`src/rtl/branch_predictor_table_controller.sv`:
```
// Write-port sequencer for the branch predictor tag/target banks: runs the
// invalidation walk after reset or flush, and drains queued execute-stage updates.
module branch_predictor_table_controller #(
  parameter int ENTRIES    = 512,
  parameter int WAYS       = 2,
  parameter int ENTRY_W    = 24,
  parameter int FIFO_DEPTH = 4,
  localparam int ADDR_W    = $clog2(ENTRIES)
) (
  input  logic               clk,
  input  logic               rst,
  input  logic               flush_request,
  output logic               flush_done,
  output logic               table_ready,
  input  logic               upd_valid,
  output logic               upd_ready,
  input  logic [ADDR_W-1:0]  upd_addr,
  input  logic [WAYS-1:0]    upd_way,
  input  logic [ENTRY_W-1:0] upd_entry,
  input  logic               upd_target_en,
  input  logic [31:0]        upd_target,
  output logic [WAYS-1:0]    tag_we,
  output logic [WAYS-1:0]    target_we,
  output logic [ADDR_W-1:0]  wr_addr,
  output logic [ENTRY_W-1:0] wr_entry,
  output logic [31:0]        wr_target
);

  localparam int PTR_W = $clog2(FIFO_DEPTH) + 1;

  typedef enum logic {CLEAR = 1'b0, RUN = 1'b1} state_e;

  typedef struct packed {
    logic [ADDR_W-1:0]  addr;
    logic [WAYS-1:0]    way;
    logic [ENTRY_W-1:0] entry;
    logic               target_en;
    logic [31:0]        target;
  } upd_t;

  // Update handshake: an update transfers in a cycle where upd_valid and
  // upd_ready are both high; upd_ready only reflects the registered full flag.
  state_e              state_q, state_d;
  logic [ADDR_W-1:0]   cnt_q, cnt_d;
  logic [PTR_W-1:0]    rd_q, rd_d, wr_q, wr_d;
  logic                done_q, done_d;
  upd_t                mem_q [FIFO_DEPTH];
  upd_t                head;
  logic                empty, full, push, pop;

  assign empty = (rd_q == wr_q);
  assign full  = (rd_q[PTR_W-1] != wr_q[PTR_W-1]) &&
                 (rd_q[PTR_W-2:0] == wr_q[PTR_W-2:0]);
  assign head  = mem_q[rd_q[PTR_W-2:0]];

  // A push in the flush cycle is dropped along with the rest of the queue.
  assign push  = rst && upd_valid && !full && !flush_request;
  assign pop   = (state_q == RUN) && !empty;

  always_comb begin
    state_d = state_q;
    cnt_d   = cnt_q;
    rd_d    = rd_q;
    wr_d    = wr_q;
    done_d  = 1'b0;
    if (flush_request) begin
      state_d = CLEAR;
      cnt_d   = '0;
      rd_d    = '0;
      wr_d    = '0;
    end else begin
      if (state_q == CLEAR) begin
        cnt_d = cnt_q + ADDR_W'(1);
        if (cnt_q == ADDR_W'(ENTRIES - 1)) begin
          state_d = RUN;
          done_d  = 1'b1;
        end
      end else if (pop) begin
        rd_d = rd_q + PTR_W'(1);
      end
      if (push) begin
        wr_d = wr_q + PTR_W'(1);
      end
    end
  end

  always_ff @(posedge clk) begin
    if (!rst) begin
      state_q <= CLEAR;
      cnt_q   <= '0;
      rd_q    <= '0;
      wr_q    <= '0;
      done_q  <= 1'b0;
    end else begin
      state_q <= state_d;
      cnt_q   <= cnt_d;
      rd_q    <= rd_d;
      wr_q    <= wr_d;
      done_q  <= done_d;
    end
  end

  always_ff @(posedge clk) begin
    if (push) begin
      mem_q[wr_q[PTR_W-2:0]] <= '{addr: upd_addr, way: upd_way, entry: upd_entry,
                                  target_en: upd_target_en, target: upd_target};
    end
  end

  // Everything is forced low while rst is asserted so the RAMs see no writes.
  assign flush_done  = rst && done_q;
  assign table_ready = rst && (state_q == RUN);
  assign upd_ready   = rst && !full;

  always_comb begin
    tag_we    = '0;
    target_we = '0;
    wr_addr   = '0;
    wr_entry  = '0;
    wr_target = '0;
    if (rst) begin
      if (state_q == CLEAR) begin
        tag_we  = '1;
        wr_addr = cnt_q;
      end else if (!empty) begin
        tag_we    = head.way;
        target_we = head.way & {WAYS{head.target_en}};
        wr_addr   = head.addr;
        wr_entry  = head.entry;
        wr_target = head.target;
      end
    end
  end

endmodule

```
`config.mk`:
```
export PLATFORM = sky130hd
export DESIGN_NAME = branch_predictor_table_controller
export DESIGN_NICKNAME = d
export VERILOG_FILES = /design/src/rtl/branch_predictor_table_controller.sv
export SDC_FILE = /design/constraint.sdc
export NUM_CORES = 1
export LEC_CHECK = 0
export CAP_MARGIN = 20
export CORE_AREA = 8 8 170 172
export DETAILED_ROUTE_END_ITERATION = 6
export DIE_AREA = 0 0 178 180
export PLACE_DENSITY = 0.66
export SLEW_MARGIN = 30
export SYNTH_ARGS = -nofsm -noshare
export SYNTH_HDL_FRONTEND = slang
export SYNTH_SLANG_ARGS = --single-unit
```
`constraint.sdc`:
```
create_clock -name clk -period 15.65 [get_ports clk]
set_input_delay 1.565 -clock clk [delete_from_list [all_inputs] [get_ports clk]]
set_output_delay 1.565 -clock clk [all_outputs]
set_load 0.05 [all_outputs]
```
==> results_dict.tcl, run 1 <==
set metrics [dict create \
    worstPathMaxFanout 33 \
    ir_drop_mv 0.0714 \
    grt_usage_pct 14.0 \
    cts_sinks 291 \
    powerDensity_nw_per_um2 108 \
    hpwl_mm 14.2 \
    power_leakage_nw 4.40 \
    grt_pass1_wl_mm 35.1 \
    clockPowerShare_pct 41.4 \
    postCtsSetupBuffers 0 \
    drtAntennaViolNets 0 \
    die_h_um 180 \
    viasPerCell 5.21 \
    rows 60 \
    clock_path_buffers 3 \
    synth_top_area_share_pct 70.7 \
    worstSkewPairLatency_ps 530 \
    slowest_delay_ps 870 \
    synthToLayoutAreaGrowth_pct 23.7 \
    fin_ws_ps 9830 \
    finalNetCount 789 \
    antenna_found_initial 3 \
    period_share_pct 37.2 \
    grt_max_degree 39 \
    path_cells "clkdlybuf4s50_1 > o311ai_4 > buf_6 > buf_4 > nor2b_1 > clkdlybuf4s50_1" \
    relSlewSlack_pct 41.2 \
    root_buffer "clkbuf_16" \
    dpl.cell_count 1020 \
    fmax_ghz 0.172 \
    post-route-util_pct 54.2 \
    setup_viol 0 \
    yosysTopAreaCell "edfxtp_1" \
    setup-tns-final_ps 0 \
    cp-end-kind "output pin" \
    netlist_area_um2 11500 \
    drtIter0Drc 301 \
    p_switching_w 0.000293 \
    drt-pass1-iter-count 4 \
    wl_met1_mm 9.51 \
    crit_required_ps 14090 \
    ys_seq_elements 291 \
    numCtsBuffers 29 \
    start_util_pct 43.8 \
    syn_avg_cell_area_um2 20.8 \
    vias 5621 \
    overflow 0 \
    synth_area_leaders "edfxtp_1 71%, mux4_2 13%, dfxtp_1 3.3%" \
    wl_per_cell_um 20.9 \
    ys_seq_area_share_pct 74.0 \
    port_buffers 143 \
    hold_viol 0 \
    cts-hold-fix-buffers 0 \
    clk_pin_slew_ps 60 \
    switching_share_pct 18.9 \
    tritoncts "done" \
    syn-num-nets 634 \
    wl_met2_mm 10.8 \
    layout_min_cycle_time_ps 5820 \
    top_layer "met5" \
    drv_slew 0 \
    hold_class "reg -> reg" \
    skew_ps 12.8 \
    path_buf_inv 4 \
    intPower_w 0.00126 \
    seqPwrFrac_pct 55.5 \
    dr_wl_met3_mm 1.69 \
    ys_warn_count 0 \
    grt_pass1_vias 6156 \
    core_area_um2 26400 \
    pwr-share-comb_pct 3.1 \
    cts.htree.levels 1 \
    tightest_slew_ps 880 \
    fillers 2017 \
    critical-path-slowest-cell "clkdlybuf4s50_1" \
    final_common_cell "edfxtp_1" \
    ioPinCount 144 \
    cts_resized 0 \
    status "finished, final reports clean" \
    wirelength_mm 22.5 \
    path_class "in -> out" \
    die_area_um2 32000 \
    maxCapViolCount 0 \
    gp_congestion 0.746 \
    syn_inst 555 \
    critical_path.top_delay_family "buffers and inverters" \
    layout.cells.non_filler 1078 \
    rsz0062_at_grt "false" \
    die_x_um 178 \
    drc 0 \
    preCtsSetupSlack_ps 9820 \
    startpoint_type "input pin" \
    crit_arrival_ps 4260 \
    crit_top_cell "clkdlybuf4s50_1" \
    drive_above_1_share_pct 19.6 \
    mostFrequentLayoutCells "272 x edfxtp_1, 143 x clkdlybuf4s50_1, 68 x mux4_2" \
    synth_cell_type_count 40 \
]
[per-stage QoR]
stage / instance area [um2] / total power (W) / hold slack [ps]
4_1_cts: 14300 / 0.00157 / 510
3_3_place_gp: 13300 / 0.000921 / 480
2_1_floorplan: 11500 / 0.000894 / 466
3_5_place_dp: 13400 / 0.000925 / 496
6_report: 14300 / 0.00155 / 509
5_1_grt: 14300 / 0.00160 / 558
[synthesized netlist by cell type, drive strengths merged]
| library cell | n |
|---|---|
| edfxtp | 272 |
| mux4 | 68 |
| nor2b | 65 |
| buf | 19 |
| dfxtp | 19 |
| nand2 | 12 |
| nor2 | 11 |
| clkbuf | 10 |
| mux2i | 8 |
| a32o | 7 |
| ha | 7 |
| xor2 | 6 |
| nand3 | 4 |
| xnor2 | 4 |
| a21oi | 3 |
| and2 | 3 |
| and4 | 3 |
| inv | 3 |
| nand2b | 3 |
| o21ai | 3 |
| o311ai | 3 |
| or3 | 3 |
| a21boi | 2 |
| a31o | 2 |
| and3b | 2 |
| nand4b | 2 |
| nor3b | 2 |
| o31a | 2 |
| o31ai | 2 |
| a211o | 1 |
| a31oi | 1 |
| nand3b | 1 |
| nand4 | 1 |
| nor4bb | 1 |
[worst paths after layout]
check,slack (ps),cells past startpoint,to,startpoint
max,9830,6,wr_target[4],rst
min reg2reg,510,2,cnt_q[6]$_SDFFE_PP0N_,cnt_q[6]$_SDFFE_PP0N_
max reg2reg,13420,4,mem_q[0][35]$_DFFE_PP_,wr_q[1]$_SDFFE_PP0P_
min,510,2,cnt_q[6]$_SDFFE_PP0N_,cnt_q[6]$_SDFFE_PP0N_
[metal layers]
layer / global-route usage (%) / up-vias
met2: 22.8 / 154
met4: 3.54 / 4
met1: 18.2 / 2872
li1: - / 2557
met3: 3.88 / 34
met5: 0 / -
[tightest hold or removal path: stages, from the launching register on]
cell	delay, ps
dfxtp_1	330
o21ai_0	70
a21oi_1	60
[power groups by stage]
stage / Sequential, W / Combinational (W) / Clock, W
after floorplan: 0.000878 / 0.0000161 / 0
final: 0.000861 / 0.0000476 / 0.000642
after detailed placement: 0.000877 / 0.0000478 / 0
after CTS: 0.000861 / 0.0000480 / 0.000657
after global placement: 0.000877 / 0.0000448 / 0
after global routing: 0.000861 / 0.0000512 / 0.000686
[logic make-up after synthesis]
group                    count (synthesis)  share of synthesized area [%]
flip-flops                             291                           74.0
buffers and inverters                   32                           1.70
AO/OA/AOI/OAI                           26                           1.94
XOR/XNOR                                10                          0.954
AND/OR/NAND/NOR                        113                           6.66
adder cells (fa/ha/maj)                  7                          0.758
multiplexers                            76                           14.0
[registers in the layout, indices dropped and copies added, names as in the netlist, named ones only]
name     flops
mem_q      272
cnt_q        9
rd_q         3
wr_q         3
done_q       1
state_q      1
[final cells by class]
cell class              instances  area [um2]  share of cell area [%]
clock buffers                  39         763                    5.34
well taps                     341         427                    2.99
diodes                          4        10.0                  0.0701
multi-input cells             232        2820                    19.7
clock inverters                15         120                   0.841
inverters                       3        11.3                  0.0788
repair buffers                153        1580                    11.1
flip-flops and latches        291        8560                    59.9
Power figures use the tool's default switching activity.
==> inputs of run 2 (changes only) <==
PLACE_DENSITY = 0.69   (was 0.66)
clock period = 5.05 ns   (was 15.65 ns; I/O delays follow)
==> run 2 against run 1 <==
Sequential share of layout area decreased by 1.2 points. Count of clock-buffer cells in the layout decreased by 4. Final area increased by 2.1%. Sequential cell count unchanged. Combinational power increased to 3.2 times the previous value. Via count increased by 1.6%. Register-to-register slack got worse by 10000 ps. Cell count unchanged. Critical path depth decreased by 2.
==> results_dict.tcl, run 2 (synthesis results as in run 1) <==
set metrics [dict create \
    hold_class "reg -> reg" \
    ir_drop_mv 0.280 \
    drive_above_1_share_pct 21.6 \
    rsz0062_at_grt "false" \
    worstSkewPairLatency_ps 540 \
    cts-hold-fix-buffers 0 \
    numCtsBuffers 30 \
    die_area_um2 32000 \
    grt_max_degree 69 \
    regArea_um2 8560 \
    power_leakage_nw 4.55 \
    crit_arrival_ps 3040 \
    ioPinCount 144 \
    drc 0 \
    die_x_um 178 \
    setup-tns-final_ps 0 \
    postCtsSetupBuffers 0 \
    path_class "reg -> out" \
    core_area_um2 26400 \
    rows 60 \
    cts_resized 0 \
    period_share_pct 70.2 \
    wirelength_mm 22.8 \
    grt_usage_pct 14.3 \
    drt-pass1-iter-count 5 \
    crit_start "state_q$_SDFF_PP0_" \
    overflow 0 \
    tritoncts "done" \
    drv_slew 0 \
    fillers 1971 \
    layout_min_cycle_time_ps 3550 \
    tightest_slew_ps 889 \
    drtIter0Drc 329 \
    cts.htree.levels 1 \
    start_util_pct 43.8 \
    gp_congestion 0.759 \
    fmax_ghz 0.282 \
    hold_start "cnt_q[6]$_SDFFE_PP0N_" \
    finalNetCount 792 \
    die_h_um 180 \
    grt_pass1_wl_mm 35.8 \
    startpoint_type "flop" \
    multi_input_area_um2 2820 \
    largest_reg_flops 272 \
    viasPerCell 5.30 \
    vias 5710 \
    antenna_found_initial 3 \
    mostFrequentLayoutCells "272 x edfxtp_1, 143 x clkdlybuf4s50_1, 68 x mux4_2" \
    preCtsSetupSlack_ps 1810 \
    final_common_cell "edfxtp_1" \
    root_buffer "clkbuf_16" \
    fin_ws_ps 1500 \
    crit_required_ps 4550 \
    maxCapViolCount 0 \
    setup_viol 0 \
    synthToLayoutAreaGrowth_pct 26.3 \
    skew_ps 10.6 \
    cp-end-kind "output pin" \
    diodes 0 \
    hold_viol 0 \
    layout.cells.non_filler 1078 \
    wl_per_cell_um 21.2 \
    port_buffers 143 \
    status "finished, final reports clean" \
    grt_pass1_vias 6300 \
    worstPathMaxFanout 58 \
    drtAntennaViolNets 0 \
    powerDensity_nw_per_um2 362 \
    hpwl_mm 14.5 \
    relSlewSlack_pct 40.6 \
    cts_sinks 291 \
    worstReg2RegStart "wr_q[1]$_SDFFE_PP0P_" \
    clock_path_buffers 3 \
    dpl.cell_count 1022 \
    clk_pin_slew_ps 60 \
]
run 2: power by group:
part | internal, W | switching (W) | total, W
Combinational | 0.0000805 | 0.0000705 | 0.000151
Clock | 0.00158 | 0.000881 | 0.00246
Sequential | 0.00266 | 0.00000719 | 0.00267
run 2: area by class of cell:
class	instances	area share [%]
well taps	341	2.93
clock buffers	35	5.42
repair buffers	155	11.2
flip-flops and latches	291	58.7
multi-input cells	232	19.3
inverters	3	0.0772
clock inverters	21	2.34
run 2: stage by stage:
step	hold WS, ps	utilization (%)	power (W)	cell area, um2
floorplan	466	-	0.00277	11600
global placement	478	50.5	0.00286	13300
detailed placement	506	51.0	0.00287	13400
CTS	516	55.3	0.00534	14600
global route	547	55.3	0.00543	14600
finish	518	55.3	0.00528	14600
run 2: worst paths after layout:
path / to / slack [ps] / depth (start not counted)
min reg2reg: cnt_q[6]$_SDFFE_PP0N_ / 520 / 2
max reg2reg: mem_q[2][22]$_DFFE_PP_ / 3000 / 4
max: wr_target[2] / 1500 / 4
min: cnt_q[6]$_SDFFE_PP0N_ / 520 / 2
run 2: worst max-delay path: stages, from the launching register on:
cell	delay, ps
dfxtp_1	880
o311ai_4	220
buf_12	240
nor2b_1	210
clkdlybuf4s50_1	830
run 2: routing by layer:
metal	track usage, %	vias up	wire (um)
met1	18.1	2930	9380
met5	0	-	37
met3	3.65	44	1750
met4	3.47	6	439
met2	24.0	171	11200
li1	-	2559	-
==> inputs of run 3 (changes only) <==
PLACE_DENSITY = 0.66   (was 0.69)
clock period = 3.5 ns   (was 5.05 ns; I/O delays follow)
==> run 3 against run 2 <==
Routed wire length rose by 1.4%. Cell count grew 0.37%. Register-to-register slack lost 1600 ps. Final area is 1.6% lower. Count of clock-buffer cells in the layout is 3 higher. Critical endpoint is now tag_we[1]. Total power grew 33%. Largest power group unchanged.
==> results_dict.tcl, run 3 (synthesis results as in run 1) <==
set metrics [dict create \
    crit_arrival_ps 2920 \
    hold_class "in -> reg" \
    hold_viol 0 \
    drtAntennaViolNets 0 \
    p_switching_w 0.00132 \
    cts-hold-fix-buffers 0 \
    placed_area_um2 13400 \
    setup_viol 0 \
    largest_reg_flops 272 \
    grt_pass1_wl_mm 35.7 \
    power_leakage_nw 4.59 \
    diodes 0 \
    intPower_w 0.00571 \
    maxCapViolCount 0 \
    gp_congestion 0.783 \
    critical-path-slowest-cell "dfxtp_4" \
    path_buf_inv 1 \
    die_x_um 178 \
    wl_per_cell_um 21.4 \
    rows 60 \
    ir_drop_mv 0.364 \
    fillers 2011 \
    overflow 0 \
    worstPathMaxFanout 31 \
    timing.rr.end "mem_q[3][9]$_DFFE_PP_" \
    critical_path.top_delay_family "flip-flops" \
    cts_resized 0 \
    wirelength_mm 23.2 \
    root_buffer "clkbuf_16" \
    viasPerCell 5.31 \
    mostFrequentLayoutCells "272 x edfxtp_1, 103 x clkdlybuf4s50_1, 68 x mux4_2" \
    tightest_slew_ps 671 \
    die_area_um2 32000 \
    setup-tns-final_ps 0 \
    seqPwrFrac_pct 54.7 \
    drt-pass1-iter-count 4 \
    relSlewSlack_pct 55.3 \
    crit_required_ps 3150 \
    switching_share_pct 18.8 \
    grt_pass1_vias 6294 \
    pwr-share-comb_pct 3.1 \
    dpl.cell_count 1030 \
    finalPower_w 0.00703 \
    postCtsSetupBuffers 0 \
    numCtsBuffers 30 \
    core_area_um2 26400 \
    path_cells "mux4_2 > o31ai_1 > a21boi_0 > clkdlybuf4s50_1" \
    holdPathEnd "mem_q[2][22]$_DFFE_PP_" \
    grt_usage_pct 14.3 \
    hpwl_mm 15.1 \
    start_util_pct 43.8 \
    synthToLayoutAreaGrowth_pct 24.2 \
    final_common_cell "edfxtp_1" \
    vias 5745 \
    tritoncts "done" \
    cts.htree.levels 1 \
    drv_slew 0 \
    hold_depth 1 \
    hold_start "upd_target[22]" \
    powerDensity_nw_per_um2 490 \
    startpoint_type "flop" \
    worstReg2RegStart "wr_q[1]$_SDFFE_PP0P_" \
    drc 0 \
    layout.cells.non_filler 1082 \
    path_class "reg -> out" \
    clk_pin_slew_ps 60 \
    fmax_ghz 0.306 \
    cts_sinks 291 \
    reg2reg_slack_ps 1390 \
    hold_slack_ps 451 \
    ioPinCount 144 \
    rsz0062_at_grt "false" \
    design_area_um2 14300 \
    slowest_delay_ps 780 \
    drtIter0Drc 440 \
    layout_min_cycle_time_ps 3270 \
    port_buffers 143 \
    worst-r2r-cell-count 4 \
    die_h_um 180 \
    period_share_pct 93.4 \
    skew_ps 6.12 \
    clockPowerShare_pct 42.2 \
    status "finished, final reports clean" \
    worstSkewPairLatency_ps 530 \
    crit_cells 4 \
    antenna_found_initial 1 \
    cp-end-kind "output pin" \
    grt_max_degree 37 \
    clock_path_buffers 3 \
    drive_above_1_share_pct 27.4 \
    finalNetCount 800 \
]
[run 3: cell types whose count changed in the layout (fill, tap and decap cells not counted), sizes merged]
cell           before  now
bufinv              9    2
clkbuf             35   38
buf                12   60
clkdlybuf4s50     143  103
clkinvlp            1    0
clkinv             10   11
[run 3: power groups by stage]
stage	Clock, W	Combinational (W)	Sequential (W)
after global placement	0	0.000208	0.00392
after detailed placement	0	0.000217	0.00392
final	0.00297	0.000216	0.00385
after CTS	0.00304	0.000218	0.00385
after floorplan	0	0.0000722	0.00392
after global routing	0.00318	0.000233	0.00385
[run 3: through the flow]
stage	utilization (%)	setup slack [ps]
final	54.4	230
after global placement	50.9	666
after global routing	54.4	34.6
after floorplan	-	470
after CTS	54.4	139
after detailed placement	50.9	689
[run 3: worst max path at each step]
stage	end	slack [ps]	start
floorplan	mem_q[0][0]$_DFFE_PP_	470	rst
global placement	wr_target[8]	670	wr_q[1]$_SDFFE_PP0P_
detailed placement	wr_addr[4]	690	rst
CTS	tag_we[1]	140	flop
global route	wr_target[16]	30	flop
finish	tag_we[1]	230	flop
[run 3: layer usage]
layer,GRT usage [%],up-vias,share of wire [%]
li1,-,2569,-
met1,18.6,2964,42
met2,24.0,176,50
met3,3.42,34,7.0
met4,2.94,2,1.4
met5,0,-,0.056
[run 3: layout make-up]
| type | count | area (um2) | area share, % |
|---|---|---|---|
| Sequential cell | 291 | 8560 | 59.6 |
| Tap cell | 341 | 427 | 2.97 |
| Inverter | 3 | 11.3 | 0.0785 |
| Multi-Input combinational cell | 232 | 2820 | 19.7 |
| Timing Repair Buffer | 163 | 1600 | 11.1 |
| Clock buffer | 38 | 802 | 5.59 |
| Clock inverter | 14 | 129 | 0.898 |
